==> src/rtl/layer6_stream_feeder.sv <==
// layer6_stream_feeder
// Walks the layer-6 feature map in raster order (column fastest), reads each
// position from the feature-map SRAM and streams it out as valid/ready beats
// through a 2-entry skid buffer.
//
// Build option: define LAYER6_FEEDER_PAD_EN to wrap the map in a one-pixel
// zero border ((WIDTH+2) x (HEIGHT+2) frame, border slots emit zero beats
// without touching the SRAM). Without it the frame is WIDTH x HEIGHT.
//
// Handshake: a beat transfers on a cycle where out_valid and out_ready are
// both 1. Once out_valid is raised, it and out_data stay put until that
// transfer happens; beats leave strictly in issue order.
//
// Pipeline: an issued slot (SRAM read or pad) returns its beat one cycle later.
// That beat is shown on out_data straight away when the skid buffer is empty,
// otherwise it joins the buffer behind older beats. A slot is only issued when
// the buffer is guaranteed to have room for it even if the sink stalls.
module layer6_stream_feeder #(
  parameter int DATA_W = 128,
  parameter int WIDTH  = 8,
  parameter int HEIGHT = 8,
  parameter int ADDR_W = 10
) (
  input  logic              clk,
  input  logic              rst,
  input  logic              start,
  output logic              busy,
  output logic              done,
  output logic              rd_en,
  output logic [ADDR_W-1:0] rd_addr,
  input  logic [DATA_W-1:0] rd_data,
  output logic              out_valid,
  input  logic              out_ready,
  output logic [DATA_W-1:0] out_data
);

`ifdef LAYER6_FEEDER_PAD_EN
  localparam int ROWS = HEIGHT + 2;
  localparam int COLS = WIDTH + 2;
`else
  localparam int ROWS = HEIGHT;
  localparam int COLS = WIDTH;
`endif
  localparam int RW = (ROWS > 1) ? $clog2(ROWS) : 1;
  localparam int CW = (COLS > 1) ? $clog2(COLS) : 1;

  typedef enum logic [1:0] {
    S_IDLE   = 2'd0,
    S_STREAM = 2'd1,
    S_DRAIN  = 2'd2
  } state_t;

  // FSM state, visible by name for probes and bound checkers
  state_t state_q, state_d;

  logic [RW-1:0]     row_q;
  logic [CW-1:0]     col_q;
  logic              p_valid_q;   // a slot was issued last cycle; its beat arrives now
  logic              p_pad_q;     // that slot was a pad slot
  logic [1:0]        cnt_q;       // skid buffer occupancy (0..2)
  logic [DATA_W-1:0] buf0_q;      // head of skid buffer
  logic [DATA_W-1:0] buf1_q;
  logic              done_q;

  logic              issue;
  logic              slot_pad;
  logic              last_slot;
  logic              start_accept;
  logic              fire;
  logic              final_beat;
  logic [1:0]        total;
  logic [ADDR_W-1:0] lin_addr;
  logic [DATA_W-1:0] incoming;

  // Slot position decode and SRAM address for the current counters
  always_comb begin
    last_slot = (row_q == RW'(ROWS - 1)) && (col_q == CW'(COLS - 1));
`ifdef LAYER6_FEEDER_PAD_EN
    slot_pad  = (row_q == '0) || (row_q == RW'(ROWS - 1)) ||
                (col_q == '0) || (col_q == CW'(COLS - 1));
    lin_addr  = (ADDR_W'(row_q) - ADDR_W'(1)) * ADDR_W'(WIDTH) +
                (ADDR_W'(col_q) - ADDR_W'(1));
`else
    slot_pad  = 1'b0;
    lin_addr  = ADDR_W'(row_q) * ADDR_W'(WIDTH) + ADDR_W'(col_q);
`endif
  end

  // Beat bookkeeping: in-flight plus buffered beats, and the transfer strobe
  always_comb begin
    total        = cnt_q + {1'b0, p_valid_q};
    incoming     = p_pad_q ? '0 : rd_data;
    out_valid    = (cnt_q != 2'd0) || p_valid_q;
    out_data     = (cnt_q != 2'd0) ? buf0_q : (p_valid_q ? incoming : '0);
    fire         = out_valid && out_ready;
    start_accept = (state_q == S_IDLE) && start && !done_q;
    final_beat   = (state_q == S_DRAIN) && (total == 2'd1) && fire;
  end

  // FSM state register
  always_ff @(posedge clk or posedge rst) begin
    if (rst) state_q <= S_IDLE;
    else     state_q <= state_d;
  end

  // FSM next-state logic
  always_comb begin
    state_d = state_q;
    unique case (state_q)
      S_IDLE:   if (start_accept)       state_d = S_STREAM;
      S_STREAM: if (issue && last_slot) state_d = S_DRAIN;
      S_DRAIN:  if (final_beat)         state_d = S_IDLE;
      default:                          state_d = S_IDLE;
    endcase
  end

  // FSM outputs: issue only when the buffer can absorb the new beat under stall
  always_comb begin
    busy    = (state_q != S_IDLE);
    issue   = (state_q == S_STREAM) && (total <= 2'd1);
    rd_en   = issue && !slot_pad;
    rd_addr = rd_en ? lin_addr : '0;
    done    = done_q;
  end

  // Raster counters: cleared on accepted start, advanced per issued slot
  always_ff @(posedge clk or posedge rst) begin
    if (rst) begin
      row_q <= '0;
      col_q <= '0;
    end else if (start_accept) begin
      row_q <= '0;
      col_q <= '0;
    end else if (issue) begin
      if (col_q == CW'(COLS - 1)) begin
        col_q <= '0;
        row_q <= (row_q == RW'(ROWS - 1)) ? '0 : row_q + RW'(1);
      end else begin
        col_q <= col_q + CW'(1);
      end
    end
  end

  // In-flight slot tag and end-of-frame pulse
  always_ff @(posedge clk or posedge rst) begin
    if (rst) begin
      p_valid_q <= 1'b0;
      p_pad_q   <= 1'b0;
      done_q    <= 1'b0;
    end else begin
      p_valid_q <= issue;
      p_pad_q   <= issue && slot_pad;
      done_q    <= final_beat;
    end
  end

  // Skid buffer: keep unsent beats in order, head in buf0
  always_ff @(posedge clk or posedge rst) begin
    if (rst) begin
      cnt_q  <= 2'd0;
      buf0_q <= '0;
      buf1_q <= '0;
    end else begin
      unique case (cnt_q)
        2'd0: begin
          if (p_valid_q && !fire) begin
            buf0_q <= incoming;
            cnt_q  <= 2'd1;
          end
        end
        2'd1: begin
          if (fire) begin
            if (p_valid_q) buf0_q <= incoming;
            cnt_q <= {1'b0, p_valid_q};
          end else if (p_valid_q) begin
            buf1_q <= incoming;
            cnt_q  <= 2'd2;
          end
        end
        2'd2: begin
          if (fire) begin
            buf0_q <= buf1_q;
            cnt_q  <= 2'd1;
          end
        end
        default: cnt_q <= 2'd0;
      endcase
    end
  end

endmodule

==> config.mk <==
export PLATFORM = sky130hd
export DESIGN_NAME = layer6_stream_feeder
export DESIGN_NICKNAME = d
export VERILOG_FILES = /design/src/rtl/layer6_stream_feeder.sv
export SDC_FILE = /design/constraint.sdc
export NUM_CORES = 1
export LEC_CHECK = 0
export ABC_CLOCK_PERIOD_IN_PS = 13050
export BUFFER_PORTS_ARGS = -buffer_cell sky130_fd_sc_hd__buf_2
export CORE_MARGIN = 2
export CORE_UTILIZATION = 52
export CTS_CLUSTER_SIZE = 16
export DETAILED_ROUTE_END_ITERATION = 8
export PLACE_DENSITY = 0.77
export SLEW_MARGIN = 40
export SYNTH_ARGS = -nofsm -noshare
export SYNTH_HDL_FRONTEND = slang
export SYNTH_SLANG_ARGS = --single-unit
==> constraint.sdc <==
create_clock -name clk -period 13.05 [get_ports clk]
set_input_delay 3.2625 -clock clk [delete_from_list [all_inputs] [get_ports clk]]
set_output_delay 3.2625 -clock clk [all_outputs]
set_load 0.005 [all_outputs]
=== Yosys cells after proc, flatten, opt, wreduce, memory -nomap -nowiden ===
Cells that the tools add are included.

* Add/subtract/negate cells: 4
* Order comparisons: 1
* Equality and inequality tests: 15
* Mux-type cells: 24
* Bitwise operators: 1
* Reduce and logical (&&, ||, !) cells: 24

{| class="wikitable"
|+ Operators by type and width
! kind !! count
|-
| $mux W128 || 6
|-
| $pmux W128 S3 || 1
|-
| $mux W3 || 7
|-
| $mux W2 || 7
|-
| $ne A2 B2 Y1 const B || 7
|-
| $pmux W2 S3 || 2
|-
| $logic_and A1 B1 Y1 || 9
|-
| $reduce_and A3 Y1 || 3
|-
| $reduce_bool A2 Y1 || 4
|-
| $add A6 B3 Y7 || 1
|-
| $mux W7 || 1
|-
| $add A3 B1 Y3 const B || 2
|-
| $eq A2 B1 Y1 const B || 3
|-
| $eq A3 B3 Y1 const B || 2
|-
| $reduce_and A5 Y1 || 1
|-
| $eq A2 B2 Y1 const B || 2
|-
| $logic_not A2 Y1 || 2
|-
| $ne A3 B3 Y1 const B || 1
|-
| $reduce_bool A3 Y1 || 1
|-
| $add A2 B1 Y2 || 1
|-
| $le A2 B1 Y1 const B || 1
|-
| $logic_not A1 Y1 || 2
|-
| $reduce_and A2 Y1 || 1
|-
| $logic_or A1 B1 Y1 || 1
|-
| $not A1 Y1 || 1
|}

* Flip-flop bits (word level): 268
* Output and inout bits: 142

=== Longest topological paths before layout ===
Gate-level depths: netlist of the first run.

* Word-level depth: 7
* Depth in mapped cells: 7
* Depth with buffers taken out: 5

=== Least setup slack after synthesis of the first run ===
No wires, ideal clock.

* Kind: input-to-output
* Start point: input port rd_data[0]
* End point: output port out_data[0]
* Arrival time: 3460 ps
* Data required time: 9788 ps
* Setup slack: 6328 ps
* Stages on the path: 1
* Cell sequence: a22o_1

* Word-level cells in the longest chain between the ends: 2

{| class="wikitable"
|+ Ends and longest elaborated chain
! element !! RTL line !! source
|-
| from (decl) || 31 || <nowiki>input logic [DATA_W-1:0] rd_data,</nowiki>
|-
| $mux W128 (2 in series) || 94 || <nowiki>out_data = (cnt_q != 2'd0) ? buf0_q : (p_valid_q ? incoming : '0);</nowiki>
|-
| to (decl) || 34 || <nowiki>output logic [DATA_W-1:0] out_data</nowiki>
|}

Every way passes these cells.

=== Worst setup path after layout of the first run ===
* Start point: input port rd_data[24]
* End point: output port out_data[24]

Same word-level chain as after synthesis.

==> results of run 1 <==
stage by stage:
stage / util [%] / worst slack (ps) / instance area [um2]
after CTS: 62.5 / 6050 / 14700
after detailed placement: 58.8 / 6050 / 13800
final: 62.6 / 6040 / 14700
after floorplan: - / 2410 / 12500
after global routing: 62.6 / 6030 / 14700
after global placement: 58.7 / 6050 / 13800
worst max-delay path, stage by stage:
cell	delay, ps
buf_2	120
a22o_1	220
buf_2	150
metal layers:
metal  GRT usage, %  share of wire, %  wire (um)  up-vias
met3           5.97               7.8       2340       54
met5              0             0.044         13        -
met4           7.11               2.5        741        2
li1               -                 -          -     4668
met1           31.0                43      12800     4857
met2           38.2                47      14000      322
worst max path at each step:
stage	slack, ps	from	endpoint	depth (start not counted)
floorplan	2410	rst	buf0_q[0]$_DFFE_PP0P_	1
detailed placement	6050	rd_data[24]	out_data[24]	3
CTS	6050	rd_data[24]	out_data[24]	3
global placement	6050	rd_data[75]	out_data[75]	3
global route	6030	rd_data[46]	out_data[46]	3
finish	6040	rd_data[24]	out_data[24]	3
cell usage in the layout, fill, tap and decap left out, types with 4 or more instances in the layout:
master       n
nand3_1      5
a22o_1     129
dfrtp_1    268
ha_1         5
nor2_1     130
buf_4        7
mux2_2     129
buf_6        6
conb_1       4
and3_1       7
o21ai_0      5
clkbuf_1     9
nand2_1    261
a31oi_1    128
clkbuf_16   29
buf_2      269
clkbuf_8     7
kinds of logic after synthesis:
| family | synth area share [%] |
|---|---|
| AOI/OAI and AO/OA | 15.9 |
| xor gates and xnor gates | 0.140 |
| adders and majority gates | 0.500 |
| buffers and inverters | 4.78 |
| DFF | 53.6 |
| muxes | 11.6 |
| other | 0.0300 |
| and+or+nand+nor | 13.4 |
cell type report:
class	count	share of cell area [%]
Sequential cell	268	45.5
Multi-Input combinational cell	831	35.7
Timing Repair Buffer	283	10.1
Clock buffer	45	5.81
Tap cell	319	2.71
Inverter	2	0.136
Clock inverter	3	0.102
Antenna cell	3	0.0509
power breakdown:
group / internal, mW / switching, mW
clock: 0.443 / 0.314
combinational: 0.874 / 0.969
sequential: 1.26 / 0.231
total: 2.57 / 1.51
state kept, by name, summed over array words and instances, names as in the netlist:
signal and flops:
buf0_q 128, buf1_q 128, cnt_q 2, col_q 3
done 1, p_valid_q 1, row_q 3, state_q 2
==> metrics.md, run 1 <==
| Metric | Value |
|---|---|
| Dominant cell type by area after synthesis | `dfrtp_1` |
| Setup TNS | `0 ps` |
| Hold Crit Depth | `1` |
| Number of antenna violations at the first check in global routing | `5` |
| Vias in the first global route | `9958` |
| Count leader, synth | `dfrtp_1` |
| Register area | `6710 um2` |
| WL final | `29900 um` |
| WL/cell | `17.0 um` |
| Post-route DRC | `0` |
| Netlist cell types | `32` |
| Largest net degree at the start of global routing | `141` |
| Ys async rst share | `100%` |
| Worst Hold Launch | `buf1_q[123]$_DFFE_PP0P_` |
| Buffers added on ports | `269` |
| Slew at the pin with the worst max-slew slack | `847 ps` |
| Starting Density | `53.1%` |
| Std cell rows | `56` |
| CTS max path bufs | `3` |
| Reg2Reg Setup Slack | `10240 ps` |
| Global Route Usage Sum | `23.4%` |
| Final period util | `53.7%` |
| Drt first-iter violations | `701` |
| Crit path time final | `7010 ps` |
| Yosys reg bits | `268` |
| I/O pins | `274` |
| Total gr overflow | `0` |
| Leakage | `6.88 nW` |
| Max Clock Skew | `10.1 ps` |
| Syn Inst Count | `1205` |
| Status | `complete, no violations` |
| Dpl hpwl | `18100 um` |
| First-pass GRT wire length | `50000 um` |
| RD Place Congestion | `0.763` |
| WS Path Type | `input port to output port` |
| Peak VDD IR | `0.000179 V` |
| CTS buffer count | `28` |
| Post-synth EDFFs | `0` |
| Core box area | `23500 um2` |
| Post_cts resized | `0` |
| Final Hold Viols | `0` |
| RSZ-0062 raised after global routing | `no` |
| Count of final setup violators | `0` |
| Tightest Hold Check Type | `flip-flop to flip-flop` |
| Area Overhead vs Synth | `17.8%` |
| Pre-Repair DR Iteration Count | `6` |
| CTS tree | `yes` |
| Hold endpoint | `buf1_q[123]$_DFFE_PP0P_` |
| Final Max Tran Viols | `0` |
| Synth Area per Inst | `10.4 um2` |
| Fmax | `143 MHz` |
| Power Density | `277 nW/um2` |
| Area of the multi-input gates | `5260 um2` |
| Die Height | `159 um` |
| Rel. slew slack | `43.5%` |
| Max-cap check violation count | `0` |
| Fin Hold WS | `504 ps` |
| RR Startpoint | `cnt_q[0]$_DFFE_PP0P_` |
| Sink Count | `268` |
| Setup crit start kind | `input port` |
| Worst-Skew Late Latency | `540 ps` |
| Setup crit end kind | `output port` |
| Vias post-DR | `9903` |
| Clock transition at the registers of the reported paths | `60 ps` |
| CP Data Arrival Time | `3740 ps` |
| CTS Root Cell | `clkbuf_16` |
| Synth cell count leaders | `268 x dfrtp_1, 261 x nand2_1, 131 x nor2_1` |
| H-tree Lvls | `1` |
| FF-to-FF path depth | `6` |
| Seq/Total Area, Yosys | `53.6%` |
| Fillers | `1907` |
| Netlist Area Pre-Place | `12500 um2` |
| Top cells by area, synth | `dfrtp_1 54%, mux2_2 12%, a22o_1 9.0%, nand2_1 7.8%, a31oi_1 6.4%` |
| Main synth FF type | `dfrtp_1` |
| Inst Count DP | `1702` |
| Fin nets | `1551` |
| Share of layout cells above drive strength 1 | `32.1%` |
| Die area | `25300 um2` |
| Final ANT Viol Nets | `0` |
| Crit path max fanout | `3` |
| Power Total | `4.09 mW` |
| CP required | `9790 ps` |
| CTS Hold Buffers Added | `0` |
| Final Non-Filler Cells | `1754` |
| Worst r2r dst | `buf0_q[85]$_DFFE_PP0P_` |
| Number of setup buffers added after CTS | `0` |
| DR vias/cell | `5.65` |
| Yosys warning count | `0` |
| Die Width | `159 um` |
| Area share of the largest cell type after synthesis | `53.6%` |
Power figures use the tool's default switching activity.
==> inputs of run 2 (changes only) <==
--- a/config.mk
+++ b/config.mk
@@ -5,7 +5,7 @@
 export SDC_FILE = /design/constraint.sdc
 export NUM_CORES = 1
 export LEC_CHECK = 0
-export ABC_CLOCK_PERIOD_IN_PS = 13050
+export ABC_CLOCK_PERIOD_IN_PS = 6800
 export BUFFER_PORTS_ARGS = -buffer_cell sky130_fd_sc_hd__buf_2
 export CORE_MARGIN = 2
 export CORE_UTILIZATION = 52
==> constraint.sdc (replaced) <==
create_clock -name clk -period 6.8 [get_ports clk]
set_input_delay 1.7 -clock clk [delete_from_list [all_inputs] [get_ports clk]]
set_output_delay 1.7 -clock clk [all_outputs]
set_load 0.005 [all_outputs]
==> run 2 against run 1 <==
Against the previous run: first-iteration DRC count up 9.4%; clock skew rose by 2.3 ps; combinational power grew 91%; highest routed layer is now met4; routed wire length shrank 1.1%; global-route usage is 0.46 points lower; largest power group unchanged; critical endpoint is now out_data[28]; critical path type is now flip-flop to output port; count of clock-buffer cells in the layout down 7.
==> metrics.md, run 2 (same netlist as run 1, synthesis figures left out) <==
| Metric | Value |
|---|---|
| CTS Root Cell | `clkbuf_16` |
| Peak VDD IR | `0.000291 V` |
| Fmax | `236 MHz` |
| Count of final setup violators | `0` |
| Register area | `6710 um2` |
| Power share of the combinational group | `43.6%` |
| CP required | `5100 ps` |
| Die Width | `159 um` |
| Starting Density | `53.1%` |
| Final Max Tran Viols | `0` |
| Number of antenna violations at the first check in global routing | `2` |
| CTS Hold Buffers Added | `0` |
| Max Clock Skew | `12.4 ps` |
| Clock power share | `20.9%` |
| Area of the multi-input gates | `5260 um2` |
| Fillers | `1947` |
| Post_cts resized | `0` |
| Fin Hold WS | `503 ps` |
| Crit path max fanout | `58` |
| First-pass GRT wire length | `49200 um` |
| Worst r2r dst | `buf0_q[122]$_DFFE_PP0P_` |
| Crit path max-delay family | `buffers and inverters` |
| Final WS setup | `2560 ps` |
| Sequential share of power | `35.5%` |
| Status | `complete, no violations` |
| Area Overhead vs Synth | `19.3%` |
| Hold Crit Depth | `1` |
| Vias in the first global route | `9677` |
| WL/cell | `16.8 um` |
| FF-to-FF path depth | `4` |
| Global Route Usage Sum | `23.0%` |
| Inst Count DP | `1703` |
| Most common library cell in the layout ignoring fill and taps | `buf_2` |
| Setup crit start kind | `flip-flop` |
| Fin nets | `1551` |
| Worst-Skew Late Latency | `530 ps` |
| Slowest CP cell | `dfrtp_1` |
| CTS buffer count | `28` |
| RR Startpoint | `cnt_q[0]$_DFFE_PP0P_` |
| Hold endpoint | `buf1_q[88]$_DFFE_PP0P_` |
| Dpl hpwl | `18100 um` |
| CP Depth | `4` |
| RD Place Congestion | `0.764` |
| Crit path buf inv count | `2` |
| Final Non-Filler Cells | `1756` |
| Final instance area | `14900 um2` |
| Std cell rows | `56` |
| Pre-Repair DR Iteration Count | `7` |
| Power Density | `540 nW/um2` |
| WS Path Type | `flip-flop to output port` |
| Slowest stage delay, CP | `580 ps` |
| WL final | `29600 um` |
| CP Cell Sequence | `or2_4 > buf_4 > a22o_1 > buf_2` |
| Share of layout cells above drive strength 1 | `32.6%` |
| Die area | `25300 um2` |
| Vias post-DR | `9821` |
| Placed cell area | `13900 um2` |
| Setup crit end kind | `output port` |
| Reg2Reg Setup Slack | `4350 ps` |
| Internal power | `5.16 mW` |
| Buffers added on ports | `269` |
| Rel. slew slack | `45.2%` |
| Drt first-iter violations | `767` |
| Tightest Hold Check Type | `flip-flop to flip-flop` |
| Worst Hold Launch | `buf1_q[88]$_DFFE_PP0P_` |
| Final period util | `62.3%` |
| Total gr overflow | `0` |
| Leakage | `6.97 nW` |
| Core box area | `23500 um2` |
| Max-cap check violation count | `0` |
| I/O pins | `274` |
| Final Hold Viols | `0` |
| Die Height | `159 um` |
| Sw Ratio | `35.9%` |
| H-tree Lvls | `1` |
| Sink Count | `268` |
| CP Data Arrival Time | `2540 ps` |
| Final ANT Viol Nets | `0` |
| Post-route DRC | `0` |
| Slew at the pin with the worst max-slew slack | `822 ps` |
| Sw Pwr | `2.90 mW` |
| Setup TNS | `0 ps` |
| Most frequent cells in the layout | `269 x buf_2, 268 x dfrtp_1, 261 x nand2_1` |
| Largest net degree at the start of global routing | `137` |
| Place WS | `2920 ps` |
| Number of setup buffers added after CTS | `0` |
| Largest registers | `buf0_q (128), buf1_q (128)` |
| Crit path time final | `4240 ps` |
| CTS max path bufs | `3` |
| RSZ-0062 raised after global routing | `no` |
| DR vias/cell | `5.59` |
| Clock transition at the registers of the reported paths | `60 ps` |
| CTS tree | `yes` |
==> run 2: cell types whose count changed in the layout (fill, tap and decap cells not counted) <==
cell,before,now
buf_12,0,4
buf_4,7,8
buf_6,6,2
buf_8,1,0
bufinv_16,0,6
clkbuf_1,9,3
clkbuf_8,7,6
clkinv_2,3,6
clkinvlp_4,0,1
inv_12,1,0
==> run 2: worst max path at each step <==
stage                                        to            startpoint  slack (ps)
after detailed placement           out_data[16]           rd_data[16]        2920
after global placement             out_data[35]  cnt_q[1]$_DFFE_PP0P_        2810
after floorplan           buf0_q[0]$_DFFE_PP0P_                   rst        1560
after global routing               out_data[45]  cnt_q[0]$_DFFE_PP0P_        2380
final                              out_data[28]  cnt_q[1]$_DFFE_PP0P_        2560
after CTS                          out_data[62]  cnt_q[1]$_DFFE_PP0P_        2530
==> run 2: per-layer routing <==
layer	track usage, %	vias up	wire [um]
li1	-	4660	-
met1	30.7	4830	12700
met2	38.1	288	14300
met3	5.44	43	2090
met4	5.62	0	544
met5	0	-	0
==> run 2: final cells by class <==
cell class / count / area share [%]
Clock inverter: 12 / 1.41
Inverter: 2 / 0.0755
Clock buffer: 38 / 5.49
Multi-Input combinational cell: 831 / 35.2
Antenna cell: 3 / 0.0503
Tap cell: 319 / 2.68
Timing Repair Buffer: 283 / 10.1
Sequential cell: 268 / 45.0
==> run 2: power groups by stage <==
stage	Combinational [mW]	Clock [mW]	Sequential [mW]
finish	3.51	1.68	2.86
global route	3.91	1.78	2.96
CTS	3.55	1.71	2.87
detailed placement	3.54	0	2.88
global placement	3.42	0	2.85
floorplan	2.59	0	2.73
==> run 2: stage by stage <==
step / utilization [%] / total power [mW]
after floorplan: - / 5.32
after global placement: 58.8 / 6.27
after detailed placement: 58.9 / 6.41
after CTS: 63.3 / 8.13
after global routing: 63.3 / 8.66
final: 63.4 / 8.06
